==> src/rtl/lc3_pkg.sv <==
// rtl/lc3_pkg.sv - shared types for the LC-3 memory arbiter slice
package lc3_pkg;

  localparam int LC3_ADDR_W = 16;
  localparam int LC3_DATA_W = 16;

  typedef logic [LC3_ADDR_W-1:0] addr_t;
  typedef logic [LC3_DATA_W-1:0] word_t;

  typedef enum logic {
    OWN_CPU = 1'b0,
    OWN_LD  = 1'b1
  } owner_e;

  typedef enum logic [1:0] {
    ARB_IDLE  = 2'd0,
    ARB_ISSUE = 2'd1,
    ARB_WAIT  = 2'd2,
    ARB_RESP  = 2'd3
  } arb_state_e;

endpackage

==> src/rtl/lc3_mem_arbiter_if.sv <==
// rtl/lc3_mem_arbiter_if.sv - one requester's request/response channel into the arbiter
interface lc3_mem_arbiter_if #(
  parameter int ADDR_W = 16,
  parameter int DATA_W = 16
) ();

  logic              req_valid;
  logic              req_ready;
  logic              req_we;
  logic [ADDR_W-1:0] req_addr;
  logic [DATA_W-1:0] req_wdata;
  logic              rsp_valid;
  logic [DATA_W-1:0] rsp_rdata;

  modport master (
    output req_valid, req_we, req_addr, req_wdata,
    input  req_ready, rsp_valid, rsp_rdata
  );

  modport slave (
    input  req_valid, req_we, req_addr, req_wdata,
    output req_ready, rsp_valid, rsp_rdata
  );

endinterface

==> src/rtl/lc3_rr_arb2.sv <==
// rtl/lc3_rr_arb2.sv - two-way round-robin grant with loader priority override
module lc3_rr_arb2
  import lc3_pkg::*;
(
  input  logic   clk,
  input  logic   rst_n,
  input  logic   en,
  input  logic   req_cpu,
  input  logic   req_ld,
  input  logic   hold,
  output logic   gnt_cpu,
  output logic   gnt_ld,
  output owner_e last_gnt
);

  always_comb begin
    gnt_cpu = 1'b0;
    gnt_ld  = 1'b0;
    if (en) begin
      if (hold && req_ld) begin
        gnt_ld = 1'b1;
      end else if (req_cpu && !req_ld) begin
        gnt_cpu = 1'b1;
      end else if (req_ld && !req_cpu) begin
        gnt_ld = 1'b1;
      end else if (req_cpu && req_ld) begin
        // Tie goes to whoever was not served last.
        if (last_gnt == OWN_LD) begin
          gnt_cpu = 1'b1;
        end else begin
          gnt_ld = 1'b1;
        end
      end
    end
  end

  // A grant is only issued to a valid requester, so every grant is an accept.
  always_ff @(posedge clk or negedge rst_n) begin
    if (!rst_n) begin
      last_gnt <= OWN_LD;
    end else if (gnt_cpu) begin
      last_gnt <= OWN_CPU;
    end else if (gnt_ld) begin
      last_gnt <= OWN_LD;
    end
  end

endmodule

==> src/rtl/lc3_mem_arbiter.sv <==
// rtl/lc3_mem_arbiter.sv - single-transaction arbiter sharing LC-3 memory between CPU and loader
module lc3_mem_arbiter
  import lc3_pkg::*;
#(
  parameter int ADDR_W  = LC3_ADDR_W,
  parameter int DATA_W  = LC3_DATA_W,
  parameter int MEM_LAT = 1
) (
  input  logic              clk,
  input  logic              rst_n,
  lc3_mem_arbiter_if.slave  cpu,
  lc3_mem_arbiter_if.slave  ld,
  input  logic              ld_hold,
  output logic              mem_en,
  output logic              mem_we,
  output logic [ADDR_W-1:0] mem_addr,
  output logic [DATA_W-1:0] mem_wdata,
  input  logic [DATA_W-1:0] mem_rdata,
  output logic              busy,
  output logic              owner
);

  localparam int CNT_W = (MEM_LAT < 1) ? 1 : $clog2(MEM_LAT + 1);
  localparam logic [CNT_W-1:0] CNT_LOAD = CNT_W'(MEM_LAT - 1);
  localparam logic [CNT_W-1:0] CNT_ONE  = CNT_W'(1);

  generate
    if (MEM_LAT < 1) begin : g_lat_check
      $fatal(1, "lc3_mem_arbiter: MEM_LAT must be >= 1");
    end
  endgenerate

  arb_state_e        state_q;
  arb_state_e        state_d;
  logic [CNT_W-1:0]  cnt_q;
  logic              cap_we;
  logic [ADDR_W-1:0] cap_addr;
  logic [DATA_W-1:0] cap_wdata;
  logic              gnt_cpu;
  logic              gnt_ld;
  logic              accept;
  owner_e            last_gnt;

  lc3_rr_arb2 u_arb (
    .clk      (clk),
    .rst_n    (rst_n),
    .en       (state_q == ARB_IDLE),
    .req_cpu  (cpu.req_valid),
    .req_ld   (ld.req_valid),
    .hold     (ld_hold),
    .gnt_cpu  (gnt_cpu),
    .gnt_ld   (gnt_ld),
    .last_gnt (last_gnt)
  );

  assign accept = gnt_cpu | gnt_ld;

  always_ff @(posedge clk or negedge rst_n) begin
    if (!rst_n) begin
      state_q <= ARB_IDLE;
    end else begin
      state_q <= state_d;
    end
  end

  always_comb begin
    state_d = state_q;
    case (state_q)
      ARB_IDLE:  if (accept) state_d = ARB_ISSUE;
      ARB_ISSUE: state_d = (MEM_LAT == 1) ? ARB_RESP : ARB_WAIT;
      ARB_WAIT:  if (cnt_q == CNT_ONE) state_d = ARB_RESP;
      ARB_RESP:  state_d = ARB_IDLE;
      default:   state_d = ARB_IDLE;
    endcase
  end

  // Request fields are latched at accept so requesters may change them while busy.
  always_ff @(posedge clk or negedge rst_n) begin
    if (!rst_n) begin
      cap_we    <= 1'b0;
      cap_addr  <= '0;
      cap_wdata <= '0;
      cnt_q     <= '0;
    end else begin
      if (accept) begin
        cap_we    <= gnt_ld ? ld.req_we    : cpu.req_we;
        cap_addr  <= gnt_ld ? ld.req_addr  : cpu.req_addr;
        cap_wdata <= gnt_ld ? ld.req_wdata : cpu.req_wdata;
      end
      if (state_q == ARB_ISSUE) begin
        cnt_q <= CNT_LOAD;
      end else if (state_q == ARB_WAIT && cnt_q != '0) begin
        cnt_q <= cnt_q - CNT_ONE;
      end
    end
  end

  always_comb begin
    cpu.req_ready = gnt_cpu;
    ld.req_ready  = gnt_ld;
    mem_en        = (state_q == ARB_ISSUE);
    mem_we        = (state_q == ARB_ISSUE) && cap_we;
    mem_addr      = cap_addr;
    mem_wdata     = cap_wdata;
    busy          = (state_q != ARB_IDLE);
    owner         = (last_gnt == OWN_LD);
    cpu.rsp_valid = (state_q == ARB_RESP) && (last_gnt == OWN_CPU);
    ld.rsp_valid  = (state_q == ARB_RESP) && (last_gnt == OWN_LD);
    // The memory's own output register supplies the data in RESP; writes return zero.
    cpu.rsp_rdata = (cpu.rsp_valid && !cap_we) ? mem_rdata : '0;
    ld.rsp_rdata  = (ld.rsp_valid && !cap_we) ? mem_rdata : '0;
  end

endmodule
==> src/flat_wrapper.sv <==
// flat-port wrapper written by rule: the top's interface ports become plain ports
module lc3_mem_arbiter_flat import lc3_pkg::*;
#(
  parameter int ADDR_W  = LC3_ADDR_W,
  parameter int DATA_W  = LC3_DATA_W,
  parameter int MEM_LAT = 1
)
  (clk, rst_n, ld_hold, mem_en, mem_we, mem_addr, mem_wdata, mem_rdata, busy, owner, cpu_req_valid, cpu_req_we, cpu_req_addr, cpu_req_wdata, cpu_req_ready, cpu_rsp_valid, cpu_rsp_rdata, ld_req_valid, ld_req_we, ld_req_addr, ld_req_wdata, ld_req_ready, ld_rsp_valid, ld_rsp_rdata);
  lc3_mem_arbiter_if #(.ADDR_W(ADDR_W), .DATA_W(DATA_W)) cpu_i ();
  lc3_mem_arbiter_if #(.ADDR_W(ADDR_W), .DATA_W(DATA_W)) ld_i ();
  input  logic clk;
  input  logic rst_n;
  input  logic ld_hold;
  output logic mem_en;
  output logic mem_we;
  output logic [ADDR_W-1:0] mem_addr;
  output logic [DATA_W-1:0] mem_wdata;
  input  logic [DATA_W-1:0] mem_rdata;
  output logic busy;
  output logic owner;
  input wire logic [$bits(cpu_i.req_valid)-1:0] cpu_req_valid;
  input wire logic [$bits(cpu_i.req_we)-1:0] cpu_req_we;
  input wire logic [$bits(cpu_i.req_addr)-1:0] cpu_req_addr;
  input wire logic [$bits(cpu_i.req_wdata)-1:0] cpu_req_wdata;
  output wire logic [$bits(cpu_i.req_ready)-1:0] cpu_req_ready;
  output wire logic [$bits(cpu_i.rsp_valid)-1:0] cpu_rsp_valid;
  output wire logic [$bits(cpu_i.rsp_rdata)-1:0] cpu_rsp_rdata;
  input wire logic [$bits(ld_i.req_valid)-1:0] ld_req_valid;
  input wire logic [$bits(ld_i.req_we)-1:0] ld_req_we;
  input wire logic [$bits(ld_i.req_addr)-1:0] ld_req_addr;
  input wire logic [$bits(ld_i.req_wdata)-1:0] ld_req_wdata;
  output wire logic [$bits(ld_i.req_ready)-1:0] ld_req_ready;
  output wire logic [$bits(ld_i.rsp_valid)-1:0] ld_rsp_valid;
  output wire logic [$bits(ld_i.rsp_rdata)-1:0] ld_rsp_rdata;
  assign cpu_i.req_valid = cpu_req_valid;
  assign cpu_i.req_we = cpu_req_we;
  assign cpu_i.req_addr = cpu_req_addr;
  assign cpu_i.req_wdata = cpu_req_wdata;
  assign cpu_req_ready = cpu_i.req_ready;
  assign cpu_rsp_valid = cpu_i.rsp_valid;
  assign cpu_rsp_rdata = cpu_i.rsp_rdata;
  assign ld_i.req_valid = ld_req_valid;
  assign ld_i.req_we = ld_req_we;
  assign ld_i.req_addr = ld_req_addr;
  assign ld_i.req_wdata = ld_req_wdata;
  assign ld_req_ready = ld_i.req_ready;
  assign ld_rsp_valid = ld_i.rsp_valid;
  assign ld_rsp_rdata = ld_i.rsp_rdata;
  lc3_mem_arbiter #(.ADDR_W(ADDR_W), .DATA_W(DATA_W), .MEM_LAT(MEM_LAT)) u_core (.clk(clk), .rst_n(rst_n), .cpu(cpu_i), .ld(ld_i), .ld_hold(ld_hold), .mem_en(mem_en), .mem_we(mem_we), .mem_addr(mem_addr), .mem_wdata(mem_wdata), .mem_rdata(mem_rdata), .busy(busy), .owner(owner));
endmodule
==> config.mk <==
export PLATFORM = sky130hd
export DESIGN_NAME = lc3_mem_arbiter_flat
export DESIGN_NICKNAME = d
export VERILOG_FILES = /design/src/rtl/lc3_pkg.sv /design/src/rtl/lc3_mem_arbiter_if.sv /design/src/rtl/lc3_rr_arb2.sv /design/src/rtl/lc3_mem_arbiter.sv /design/src/flat_wrapper.sv
export SDC_FILE = /design/constraint.sdc
export NUM_CORES = 1
export LEC_CHECK = 0
export BUFFER_PORTS_ARGS = -buffer_cell sky130_fd_sc_hd__buf_2
export CAP_MARGIN = 20
export CORE_MARGIN = 2
export CORE_UTILIZATION = 40
export CTS_CLUSTER_DIAMETER = 200
export DETAILED_ROUTE_END_ITERATION = 6
export HOLD_SLACK_MARGIN = 0.15
export PLACE_DENSITY = 0.82
export SKIP_CTS_REPAIR_TIMING = 1
export SYNTH_ARGS = -nofsm -noshare
export SYNTH_HDL_FRONTEND = slang
export SYNTH_SLANG_ARGS = --single-unit
==> constraint.sdc <==
create_clock -name clk -period 3.3 [get_ports clk]
set_input_delay 0.33 -clock clk [delete_from_list [all_inputs] [get_ports clk]]
set_output_delay 0.33 -clock clk [all_outputs]
set_load 0.01 [all_outputs]
* After elaboration in Yosys (flattened, before gate mapping)
Cells that the tools add are included.
Storage, ports and cells: input port bits 87, logic and storage cells 56, output and inout bits 72, bits in registers 37
Cells by class: add/sub/neg operators 1, reduce and logical (&&, ||, !) cells 18, muxes and demuxes 24, equality and inequality tests 5, bitwise logic cells 2
Operator list (count):
- 16-bit two-way mux | 4
- 1-bit two-way mux | 17
- 1-bit logical AND | 10
- 2-bit one-hot mux with 4 select lines | 1
- 2-bit nonzero test | 3
- 2-bit equality test, second input constant | 2
- 2-bit two-way mux | 2
- 2-bit by 1-bit inequality test with 1-bit output, second input constant | 2
- 1-bit zero test | 3
- 2-bit by 1-bit equality test with 1-bit output, second input constant | 1
- 2-bit zero test | 1
- 2-bit AND reduction | 1
- 1-bit inverter | 1
- 1-bit bitwise OR | 1
- 1-bit subtractor, second input constant | 1

* Longest topological paths before layout
Gate-level depths: netlist (run 1).
depth in word-level cells 9, mapped depth 7, depth with buffers taken out 5

* Cells and area by module
Synthesis (run 1) repeated with hierarchy kept, for this count alone.
Unflattened totals: cells, all modules 205, area, all modules 2043.2 um2
By module, submodules not included:
- lc3_mem_arbiter | seq. area each 900.9 um2, area each 1970.6 um2, cells an instance 198, times used 1
- lc3_rr_arb2 | seq. area each 26.3 um2, area each 72.6 um2, cells an instance 7, times used 1

* Worst setup path after synthesis (run 1)
Ideal clock, no wire load.
kind register -> output, start point register u_core.u_arb.last_gnt, end point output port ld_rsp_rdata[10], cell stages (with the launch flop) 4, buffers on the path 1, arrival 1.228 ns, path slack 1.742 ns, data required time 2.970 ns, path through dfstp_2 and3b_1 clkbuf_1 and2_1
On the way: longest elaborated chain between the ends 3
RTL lines:
- start, declared | line lc3_rr_arb2.sv:13 | output owner_e last_gnt
- start signal, assigned | line lc3_rr_arb2.sv:40 | last_gnt <= OWN_LD;
- start signal, assigned | line lc3_rr_arb2.sv:42 | last_gnt <= OWN_CPU;
- start signal, assigned | line lc3_rr_arb2.sv:44 | last_gnt <= OWN_LD;
- 1-bit logical AND | line lc3_mem_arbiter.sv:108 | ld.rsp_valid = (state_q == ARB_RESP) && (last_gnt == OWN_LD);
- 1-bit logical AND | line lc3_mem_arbiter.sv:111 | ld.rsp_rdata = (ld.rsp_valid && !cap_we) ? mem_rdata : '0;
- 16-bit two-way mux | line lc3_mem_arbiter.sv:111
- end, declared | line flat_wrapper.sv:34 | output wire logic [$bits(ld_i.rsp_rdata)-1:0] ld_rsp_rdata;
No other way between the ends.

* Final worst setup path (run 1)
start point register u_core.state_q[1], end point output port cpu_rsp_rdata[4]
On the way: longest elaborated chain between the ends 4
RTL lines:
- start, declared | line lc3_mem_arbiter.sv:33 | arb_state_e state_q;
- start signal, assigned | line lc3_mem_arbiter.sv:62 | state_q <= state_d;
- 2-bit equality test | line lc3_mem_arbiter.sv:107 | cpu.rsp_valid = (state_q == ARB_RESP) && (last_gnt == OWN_CPU);
- 1-bit logical AND | line lc3_mem_arbiter.sv:107
- 1-bit logical AND | line lc3_mem_arbiter.sv:110 | cpu.rsp_rdata = (cpu.rsp_valid && !cap_we) ? mem_rdata : '0;
- 16-bit two-way mux | line lc3_mem_arbiter.sv:110
- end, declared | line flat_wrapper.sv:27 | output wire logic [$bits(cpu_i.rsp_rdata)-1:0] cpu_rsp_rdata;
No other way between the ends.

==> impl_results.md, run 1 <==
- Status: finished clean
- Slew HR: 0.450
- Syn Nets: roughly 340
- Fin Setup TNS: 0 ns
- Tmin final: approximately 2.2 ns
- CP Buf/Inv Count: 1
- Die H: between 70 and 80 µm
- Clock buffer count from CTS: 5
- Mux contribution to synthesized area: 0.0100
- Final Max Slew Viols: 0
- Residual DRC count: 0
- Final setup vio count: 0
- Flop pwr share: 0.353
- # diodes: 0
- Comb power frac: 0.499
- Vias per Instance: around 5.0
- Synth Area in Adders: 0.0236
- Slowest stage delay, CP: about 0.59 ns
- P_sw: ~940 µW
- Final std cells w/o fill: 470
- H-Tree Depth: 2
- Maximum VDD drop: roughly 0.00036 V
- Largest net degree at the start of global routing: 42
- Worst setup path startpoint: u_core.state_q[1]
- Total GRT Usage: 0.213
- Syn Inst Count: 252
- I/O pin count: 159
- Top post-synthesis cells by area: dfrtp_1, and2_1, a31oi_1
- CTS tree: yes
- Vias in the first global route: 2224
- Final period util: 0.657
- CP startpoint kind: register
- Worst slew pin tran: just over 0.8 ns
- Hold WS: about 0.15 ns
- Cell taking the most area after synthesis: dfrtp_1
- # placed instances: approximately 460
- Ratio of cells with drive above 1 in the final layout: 0.438
- Fin. Hold Viols: 0
- Wire per inst: ~13 µm
- Sw frac: 0.406
- DR pass1 iterations: 4
- Clk pwr share: 0.148
- Xor/xnor share of the synthesized area: 0
- Die Span X: just under 80 µm
- FP Rows: 26
- Worst Hold Class: in2async
- Syn Area/Cell: 8.43 µm²
- Final HPWL DP: 4790 µm
- Seq/Total Area, Yosys: 0.437
- GPL Wtd Cong: around 0.77
- Worst path required time: ~3.0 ns
- Mapped Area: 2120 µm²
- Initial Util: 0.416
- Vias: approximately 2400
- Post-Synth Simple-Gate Area: 0.275
- Die Area: a little under 6000 µm²
- Synth Warn #: 0
- Clock slew at reported path FFs: approximately 0.070 ns
- Synth Register Bits: 37
- GRT overflow: 0
- Lkg Pwr: 1.53 nW
- Nets@finish: 490
- Fill count: 481
- Critical Path End Type: output pin
- Share of Yosys cell area claimed by the top area cell type: 0.424
- Core area: roughly 5100 µm²
- Worst Path Max Fanout: 16
- Pint: ~1.4 mW
- Clock Latency Late Sink: 0.28 ns
- Root Buffer Master: clkbuf_8
- Crit-path cells: ha_1, nor3b_2, and2_1, buf_2
- CP top delay family: simple AND/OR/NAND/NOR gates
- Slowest CP cell: nor3b_2
- CTS Sinks: 37
- 1st-iter DRT viols: 51
- Worst-case clock buffer depth: 2
- Global-route wire length before repair: approximately 10000 µm
- Pwr dens: about 760 nW/µm²
- Reg-to-Reg Start: u_core.state_q[0]
- Routed WL: 6210 µm
- Largest family of logic cells by synthesized area: simple AND/OR/NAND/NOR gates
- Sequential cell area: between 900 and 1000 µm²
- Fin worst setup slack: between 1 and 1.5 ns
- Fmax achieved: between 400 and 500 MHz
- MaxCap Viol Count: 0
- Routed Antenna Nets: 0
- Compound-Gate Fraction of Synth Area: 0.186
- Footprint of the multi-input gates: between 1000 and 1500 µm²
- Worst EP arrival: between 1.5 and 2 ns
- Final Skew: 0.00555 ns
- IO Port Bufs: between 150 and 200
- Unrepaired setup endpoints after global routing: false
- Final core utilization: 0.593
- Setup slack at placement: approximately 1.2 ns
- Initial antenna violation count: 0
- P&R area growth vs syn: 42.7%
- Worst setup path category: reg2out
- Cell variety after synth: 27
## final timing paths
kind / endpoint / slack (ns) / cells after the start
worst max-delay path: cpu_rsp_rdata[4] / 1.13 / 4
worst min-delay path: u_core.mem_wdata[1] / 0.15 / 1
worst max register to register: u_core.mem_wdata[2] / 1.28 / 6
worst min register to register: u_core.mem_addr[12] / 0.55 / 2
max in group asynchronous: u_core.mem_addr[11] / 2.63 / 1
min in group clk: u_core.mem_wdata[14] / 0.31 / 3
## stage by stage
stage	total power, mW	area (µm²)
after floorplan	1.54	2120
after global placement	1.94	2900
after detailed placement	1.98	2900
after CTS	2.32	3000
after global routing	2.50	3030
final	2.31	3030
## power by group through the flow
| stage | combinational [mW] | clock, mW | sequential [mW] |
|---|---|---|---|
| after global routing | 1.28 | 0.368 | 0.846 |
| after global placement | 1.12 | 0 | 0.816 |
| after detailed placement | 1.16 | 0 | 0.823 |
| after CTS | 1.16 | 0.352 | 0.816 |
| final | 1.15 | 0.343 | 0.815 |
| after floorplan | 0.629 | 0 | 0.906 |
## routing by layer
| metal | routed length, µm | track usage |
|---|---|---|
| met1 | 2320 | 0.239 |
| met3 | 505 | 0.0635 |
| met4 | 99 | 0.0582 |
| met5 | 0 | 0 |
| met2 | 3290 | 0.390 |
## registers in the layout, summed over array words and instances, names as in the netlist
register               count
u_core.cnt_q               1
u_core.state_q             2
u_core.u_arb.last_gnt      1
u_core.cap_we              1
u_core.mem_addr           16
u_core.mem_wdata          16
## cells in the mapped netlist
cell	instances
inv_1	4
a21oi_1	1
dfrtp_1	36
mux2_2	1
nand2_1	2
clkbuf_1	4
o21a_1	1
mux2i_1	1
nor2_1	36
nand2b_1	1
and3b_1	2
ha_1	4
o21ai_0	5
nand3b_1	1
buf_4	1
nor3b_1	1
o21ai_1	28
buf_6	3
buf_2	13
o32a_1	1
clkbuf_2	2
nor2b_1	1
nor3b_2	1
and2_1	35
nand3_1	33
a31oi_1	33
dfstp_2	1
## cell families after synthesis
family | after synthesis
simple gates | 113
mux | 2
fa+ha+maj | 4
buf+inv | 27
compound gates | 69
flops | 37
## cell type report
class | count | share of cell area
clock buffer | 7 | 0.0318
tap | 70 | 0.0289
clock inverter | 1 | 0.00165
sequential | 37 | 0.306
multi-input combinational | 188 | 0.347
timing repair buffer | 163 | 0.280
inverter | 4 | 0.00495
## cell usage in the layout, fill, tap and decap left out
master    Yosys  final
and2_1       35     35
o21ai_0       5      5
dfrtp_1      36     36
o21a_2        0      1
nor3b_1       1      1
nor2_1       36     36
nand3b_1      1      1
buf_16        0      1
mux2_2        1      1
nor2b_1       1      1
o32a_1        1      1
o21ai_1      28     28
a21oi_1       1      1
buf_2        13    158
mux2i_1       1      1
buf_4         1      4
nand2_1       2      2
clkinv_2      0      1
and3b_1       2      2
nand3_1      33     33
nand2b_1      1      1
clkbuf_8      0      7
ha_1          4      4
dfstp_2       1      1
inv_1         4      4
a31oi_1      33     33
nor3b_2       1      1
Note: power is estimated with default switching activity, not from simulation.
==> run 2: changes to the inputs <==
==> constraint.sdc (replaced) <==
create_clock -name clk -period 2.2 [get_ports clk]
set_input_delay 0.22 -clock clk [delete_from_list [all_inputs] [get_ports clk]]
set_output_delay 0.22 -clock clk [all_outputs]
set_load 0.01 [all_outputs]
==> run 2 against run 1 <==
  * Die area stayed put
  * Clock power increased by 34%
  * Non-clock buffer count increased by 6
  * Largest power group unchanged
  * Sequential share of layout area fell by 0.21 points
  * Flip-flop and latch count unchanged
  * Cell area is 0.70% higher
  * Routed wire length is 2.9% higher
  * Clock skew fell by 0.0012 ns
  * Worst setup slack worse by 0.84 ns
  * Register-to-register slack got worse by 0.66 ns
  * Sequential power up 51%
  * Worst hold slack better by 0.050 ns
==> impl_results.md, run 2 (synthesis gave the netlist of run 1 again) <==
- Status: finished clean
- CP top delay family: simple AND/OR/NAND/NOR gates
- Hold path cells: 3
- H-Tree Depth: 2 (unchanged)
- IO Port Bufs: 158 (unchanged)
- Unrepaired setup endpoints after global routing: false
- Clock buffer count from CTS: 5 (unchanged)
- Pwr dens: 1130 nW/µm² (+49%)
- Worst-case reg-to-reg path depth: 6 (unchanged)
- Crit-path cells: ha_1, nor3b_4, and2_1, buf_2
- Routed WL: 6390 µm (+2.9%)
- Critical Path End Type: output pin
- Fin. Hold Viols: 0 (unchanged)
- DR pass1 iterations: 5 (+1)
- MaxCap Viol Count: 0 (unchanged)
- Final non-filler cell area: 3050 µm² (+0.70%)
- Vias per Instance: 5.06 (+0.88%)
- Tmin final: 1.90 ns
- Fmax achieved: approximately 520 MHz
- Initial Util: 0.416 (unchanged)
- Slowest CP cell: nor3b_4
- Final Max Slew Viols: 0 (unchanged)
- Die Span X: 76.9 µm (unchanged)
- Worst Hold End: u_core.mem_wdata[10]
- Final setup vio count: 0 (unchanged)
- Final core utilization: 0.598 (+0.00416)
- Fin Setup TNS: 0 ns (unchanged)
- P&R area growth vs syn: 43.7%
- Worst setup path category: reg2out
- CP startpoint kind: register
- Worst Path Max Fanout: 16 (unchanged)
- Maximum VDD drop: 0.000466 V (+28%)
- GPL Wtd Cong: 0.796 (+3.6%)
- Largest net degree at the start of global routing: 38 (-9.5%)
- Worst path required time: 1.98 ns (-0.99 ns)
- CTS tree: yes
- Worst Hold Class: in2reg
- Vias: 2407 (+2.2%)
- Reg-to-Reg Start: u_core.state_q[0]
- Die Area: 5910 µm² (unchanged)
- Total GRT Usage: 0.214 (+0.00115)
- Final HPWL DP: 4910 µm (+2.6%)
- FP Rows: 26 (unchanged)
- Initial antenna violation count: 1 (+1)
- Stages on the worst setup path: 4 (unchanged)
- Die H: 76.9 µm (unchanged)
- Final period util: 0.866
- Final Skew: 0.00439 ns (-0.00117 ns)
- Worst flop-to-flop path endpoint: u_core.mem_addr[10]
- Root Buffer Master: clkbuf_8
- Area post-placement: 2950 µm² (+1.6%)
- Ratio of cells with drive above 1 in the final layout: 0.440 (+0.00201)
- Slew HR: 0.464 (+0.0141)
- Worst Hold Launch: ld_req_wdata[10]
- Residual DRC count: 0 (unchanged)
- Vias in the first global route: 2249 (+1.1%)
- Register-to-register setup slack: 0.62 ns (-0.66 ns)
- Worst slew pin tran: 0.804 ns (-0.0211 ns)
- I/O pin count: 159 (unchanged)
- GRT overflow: 0 (unchanged)
- CP Buf/Inv Count: 1 (unchanged)
- Wire per inst: 13.4 µm (+1.6%)
- 1st-iter DRT viols: 144 (+180%)
- Lkg Pwr: 1.54 nW (+0.91%)
- Global-route wire length before repair: 10300 µm (-0.14%)
- Worst EP arrival: 1.68 ns (-0.16 ns)
- CTS Sinks: 37 (unchanged)
- Clock slew at reported path FFs: 0.07 ns (about the same)
- Slowest stage delay, CP: 0.45 ns (-0.14 ns)
- Core area: 5110 µm² (unchanged)
- Hold WS: 0.196 ns (+0.0504 ns)
- Routed Antenna Nets: 0 (unchanged)
- Worst-case clock buffer depth: 2 (unchanged)
- Clock Latency Late Sink: 0.28 ns (about the same)
- Most frequent cells in the layout: buf_2, nor2_1, dfrtp_1
- Nets@finish: 496 (+1.2%)
- Leading cell type in the layout, fill and taps excluded: buf_2
run 2: cell count changes in the layout (fill, tap and decap cells not counted):
cell and change:
buf_16 -1, buf_4 +6, clkbuf_1 +1, clkbuf_8 -1
clkinv_2 -1, diode_2 +1, dlygate4sd3_1 +1, nor3b_2 -1
nor3b_4 +1
run 2: worst max-delay path by stage:
stage                              endpoint  slack [ns]               from
after floorplan           u_core.state_q[1]        0.73  u_core.state_q[0]
after global placement    cpu_rsp_rdata[10]        0.57  u_core.state_q[1]
after detailed placement   cpu_rsp_rdata[6]        0.44  u_core.state_q[1]
after CTS                  cpu_rsp_rdata[6]        0.13  u_core.state_q[1]
after global routing       cpu_rsp_rdata[1]        0.11  u_core.state_q[1]
final                      cpu_rsp_rdata[1]        0.30  u_core.state_q[1]
run 2: metrics by stage:
step                instances  setup slack, ns  power (mW)
floorplan                 252            0.730        2.30
global placement          467            0.568        2.95
detailed placement        467            0.442        3.02
CTS                       474            0.133        3.48
global route              476            0.106        3.74
finish                    476            0.295        3.46
run 2: area by class of cell:
type                    count  area [µm²]
diodes                      1        2.50
clock buffers               7        86.3
fillers                   480        2060
inverters                   4        15.0
multi-input cells         188        1060
flip-flops and latches     37         927
well taps                  70        87.6
repair buffers            169         876
run 2: per-layer routing:
layer,share of wire,global-route usage
met5,0,0
met4,0.0091,0.0727
met3,0.092,0.0671
met2,0.52,0.406
met1,0.38,0.220
run 2: worst min-delay path, stage by stage:
cell     delay (ns)
buf_2          0.09
nand3_1        0.05
a31oi_1        0.07
run 2: where the power goes:
part / leakage [nW] / switching [mW] / internal, mW
clock network: 0.0443 / 0.212 / 0.248
logic: 1.09 / 0.998 / 0.772
registers: 0.412 / 0.208 / 1.02
total: 1.54 / 1.42 / 2.04
==> run 3: changes to the inputs <==
--- a/config.mk
+++ b/config.mk
@@ -10,10 +10,12 @@
 export CORE_MARGIN = 2
 export CORE_UTILIZATION = 40
 export CTS_CLUSTER_DIAMETER = 200
+export CTS_CLUSTER_SIZE = 20
 export DETAILED_ROUTE_END_ITERATION = 6
 export HOLD_SLACK_MARGIN = 0.15
-export PLACE_DENSITY = 0.82
+export PLACE_DENSITY = 0.83
 export SKIP_CTS_REPAIR_TIMING = 1
 export SYNTH_ARGS = -nofsm -noshare
 export SYNTH_HDL_FRONTEND = slang
+export SYNTH_HIERARCHICAL = 1
 export SYNTH_SLANG_ARGS = --single-unit
==> run 3 against run 2 <==
  * Largest power group unchanged
  * Total power down 1.3%
  * Final cell count down 8.2%
  * Clock power up 6.5%
  * Clock-buffer cell count down 1
  * Sequential share of layout area up 0.075 points
  * Cell area down 0.25%
  * Clock skew up 0.0018 ns
  * Critical endpoint is now cpu_req_ready
==> impl_results.md, run 3 <==
- Status: finished clean
- Most frequent cells in the layout: buf_2, dfrtp_1, and2_1, mux2i_1, nand2_1
- IO Port Bufs: 158 (unchanged)
- Worst slew pin tran: 0.817 ns (+0.0126 ns)
- Worst path required time: 1.98 ns (about the same)
- GRT overflow: 0 (unchanged)
- Slew HR: 0.456 (-0.00837)
- Ratio of cells with drive above 1 in the final layout: 0.488 (+0.0482)
- Setup slack at placement: 0.471 ns (+0.0292 ns)
- Final core utilization: 0.608 (+0.0101)
- Worst setup path category: reg2out
- H-Tree Depth: 2 (unchanged)
- Clock Latency Late Sink: 0.28 ns (about the same)
- Fin Setup TNS: 0 ns (unchanged)
- Global-route wire length before repair: 7670 µm (-25%)
- Total power: 3.42 mW (-1.3%)
- Worst-case clock buffer depth: 2 (unchanged)
- Hold WS: 0.148 ns (-0.0484 ns)
- P&R area growth vs syn: 49.0%
- Synth Warn #: 6 (+6)
- Final Max Slew Viols: 0 (unchanged)
- Initial antenna violation count: 0 (-1)
- Die Span X: 75.5 µm (-1.8%)
- Clock buffer count from CTS: 5 (unchanged)
- Share of Yosys cell area claimed by the top area cell type: 0.441 (+0.0166)
- # placed instances: 423 (-9.4%)
- EDFF count, synth: 0 (unchanged)
- Wire per inst: 12.6 µm (-6.5%)
- FP Rows: 26 (unchanged)
- Leading cell type in the layout, fill and taps excluded: buf_2
- Die Area: 5700 µm² (-3.6%)
- # diodes: 0 (-1)
- Vias: 2033 (-16%)
- Area post-placement: 2890 µm² (-2.0%)
- Synth Flop Type: dfrtp_1
- Tmin final: 2.02 ns (+0.114 ns)
- Synth Register Bits: 37 (unchanged)
- Vias per Instance: 4.65 (-8.0%)
- Maximum VDD drop: 0.000578 V (+24%)
- Worst Path Max Fanout: 25 (+9)
- Unrepaired setup endpoints after global routing: false
- Final non-filler cell area: 3040 µm² (-0.25%)
- Final std cells w/o fill: 437 (-8.2%)
- Worst Hold Class: in2reg
- Final period util: 0.917 (+0.0516)
- Slowest stage delay, CP: 0.41 ns (-0.04 ns)
- GPL Wtd Cong: 0.775 (-2.6%)
- Final Skew: 0.00622 ns (+0.00183 ns)
- Mapped Area: 2040 µm² (-3.8%)
- Ys async rst share: 1.00 (unchanged)
- Largest net degree at the start of global routing: 68 (+79%)
- 1st-iter DRT viols: 80 (-44%)
- Fin worst setup slack: 0.182 ns (-0.114 ns)
- CP startpoint kind: register
- CTS Sinks: 37 (unchanged)
- Lkg Pwr: 1.58 nW (+2.5%)
- Slowest CP cell: dfrtp_1
- CTS tree: yes
- Total GRT Usage: 0.179 (-0.0358)
- I/O pin count: 159 (unchanged)
- Cell taking the most area after synthesis: dfrtp_1
- Fill count: 468 (-2.5%)
- Fmax achieved: 495 MHz (-5.6%)
- Routed WL: 5490 µm (-14%)
- Core area: 5010 µm² (-1.9%)
- Crit-path cells: inv_1, ha_1, nand2_1, a21oi_4, buf_12, buf_2
- Syn Area/Cell: 9.97 µm² (+18%)
- Worst EP arrival: 1.80 ns (+0.12 ns)
- Nets@finish: 457 (-7.9%)
- Critical Path End Type: output pin
- Pwr dens: 1120 nW/µm² (-1.1%)
- DR pass1 iterations: 4 (-1)
- Final HPWL DP: 4250 µm (-13%)
- Clock slew at reported path FFs: 0.07 ns (about the same)
- Seq/Total Area, Yosys: 0.454 (+0.0171)
- Syn Nets: 296 (-14%)
- Final setup vio count: 0 (unchanged)
- Root Buffer Master: clkbuf_8
- Residual DRC count: 0 (unchanged)
- Fin. Hold Viols: 0 (unchanged)
- Syn Inst Count: 205 (-19%)
- Count leader, synth: dfrtp_1
- Footprint of the multi-input gates: 1020 µm² (-3.9%)
- Die H: 75.5 µm (-1.8%)
- Routed Antenna Nets: 0 (unchanged)
- Top cells by count, synth: dfrtp_1, and2_1, mux2i_1, nand2_1, o21ai_1
- Initial Util: 0.408 (-0.00789)
- MaxCap Viol Count: 0 (unchanged)
- Sequential cell area: 927 µm² (unchanged)
- Cell variety after synth: 23 (-15%)
- Vias in the first global route: 1713 (-24%)
- Top post-synthesis cells by area: dfrtp_1, mux2i_1, and2_1
[run 3: layer usage]
layer / share of wire / track usage
met2: 0.53 / 0.341
met1: 0.37 / 0.191
met3: 0.098 / 0.0476
met4: 0.0084 / 0.0526
met5: 0 / 0
[run 3: cells by family (layout without fill, tap and decap cells)]
family,Yosys count,in the layout,synth area share
AOI/OAI and AO/OA,37,37,0.0974
adders and majority gates,4,4,0.0245
buffers and inverters,18,180,0.0545
DFF,37,37,0.454
muxes,35,35,0.174
and+or+nand+nor,74,74,0.196
[run 3: worst max-delay path: cells and delay by family (launching register included)]
family	cells	cell delay, ns
buffers and inverters	3	0.51
flip-flops	1	0.41
adder cells (fa/ha/maj)	1	0.25
AO/OA/AOI/OAI	1	0.20
AND/OR/NAND/NOR	1	0.14
[run 3: cell type report]
type / instances / area share
repair buffers: 167 / 0.295
multi-input cells: 150 / 0.334
well taps: 70 / 0.0288
inverters: 5 / 0.00617
clock inverters: 2 / 0.00452
flip-flops and latches: 37 / 0.305
clock buffers: 6 / 0.0271
[run 3: path summary, 6_finish.rpt]
path / from / end / slack (ns) / depth (start not counted)
worst max-delay path: u_core/state_q[0] / cpu_req_ready / 0.18 / 6
worst min-delay path: ld_req_wdata[4] / u_core/mem_wdata[4] / 0.15 / 3
worst max register to register: u_core/state_q[0] / u_core/mem_addr[5] / 0.37 / 7
worst min register to register: u_core/cnt_q / u_core/cnt_q / 0.54 / 2
max in group asynchronous: rst_n / u_core/mem_wdata[11] / 1.10 / 2
min in group asynchronous: rst_n / u_core/mem_addr[6] / 0.57 / 2
[run 3: report_power, final]
| group | switching [mW] | internal [mW] |
|---|---|---|
| combinational | 0.900 | 0.816 |
| clock | 0.236 | 0.254 |
| sequential | 0.195 | 1.01 |
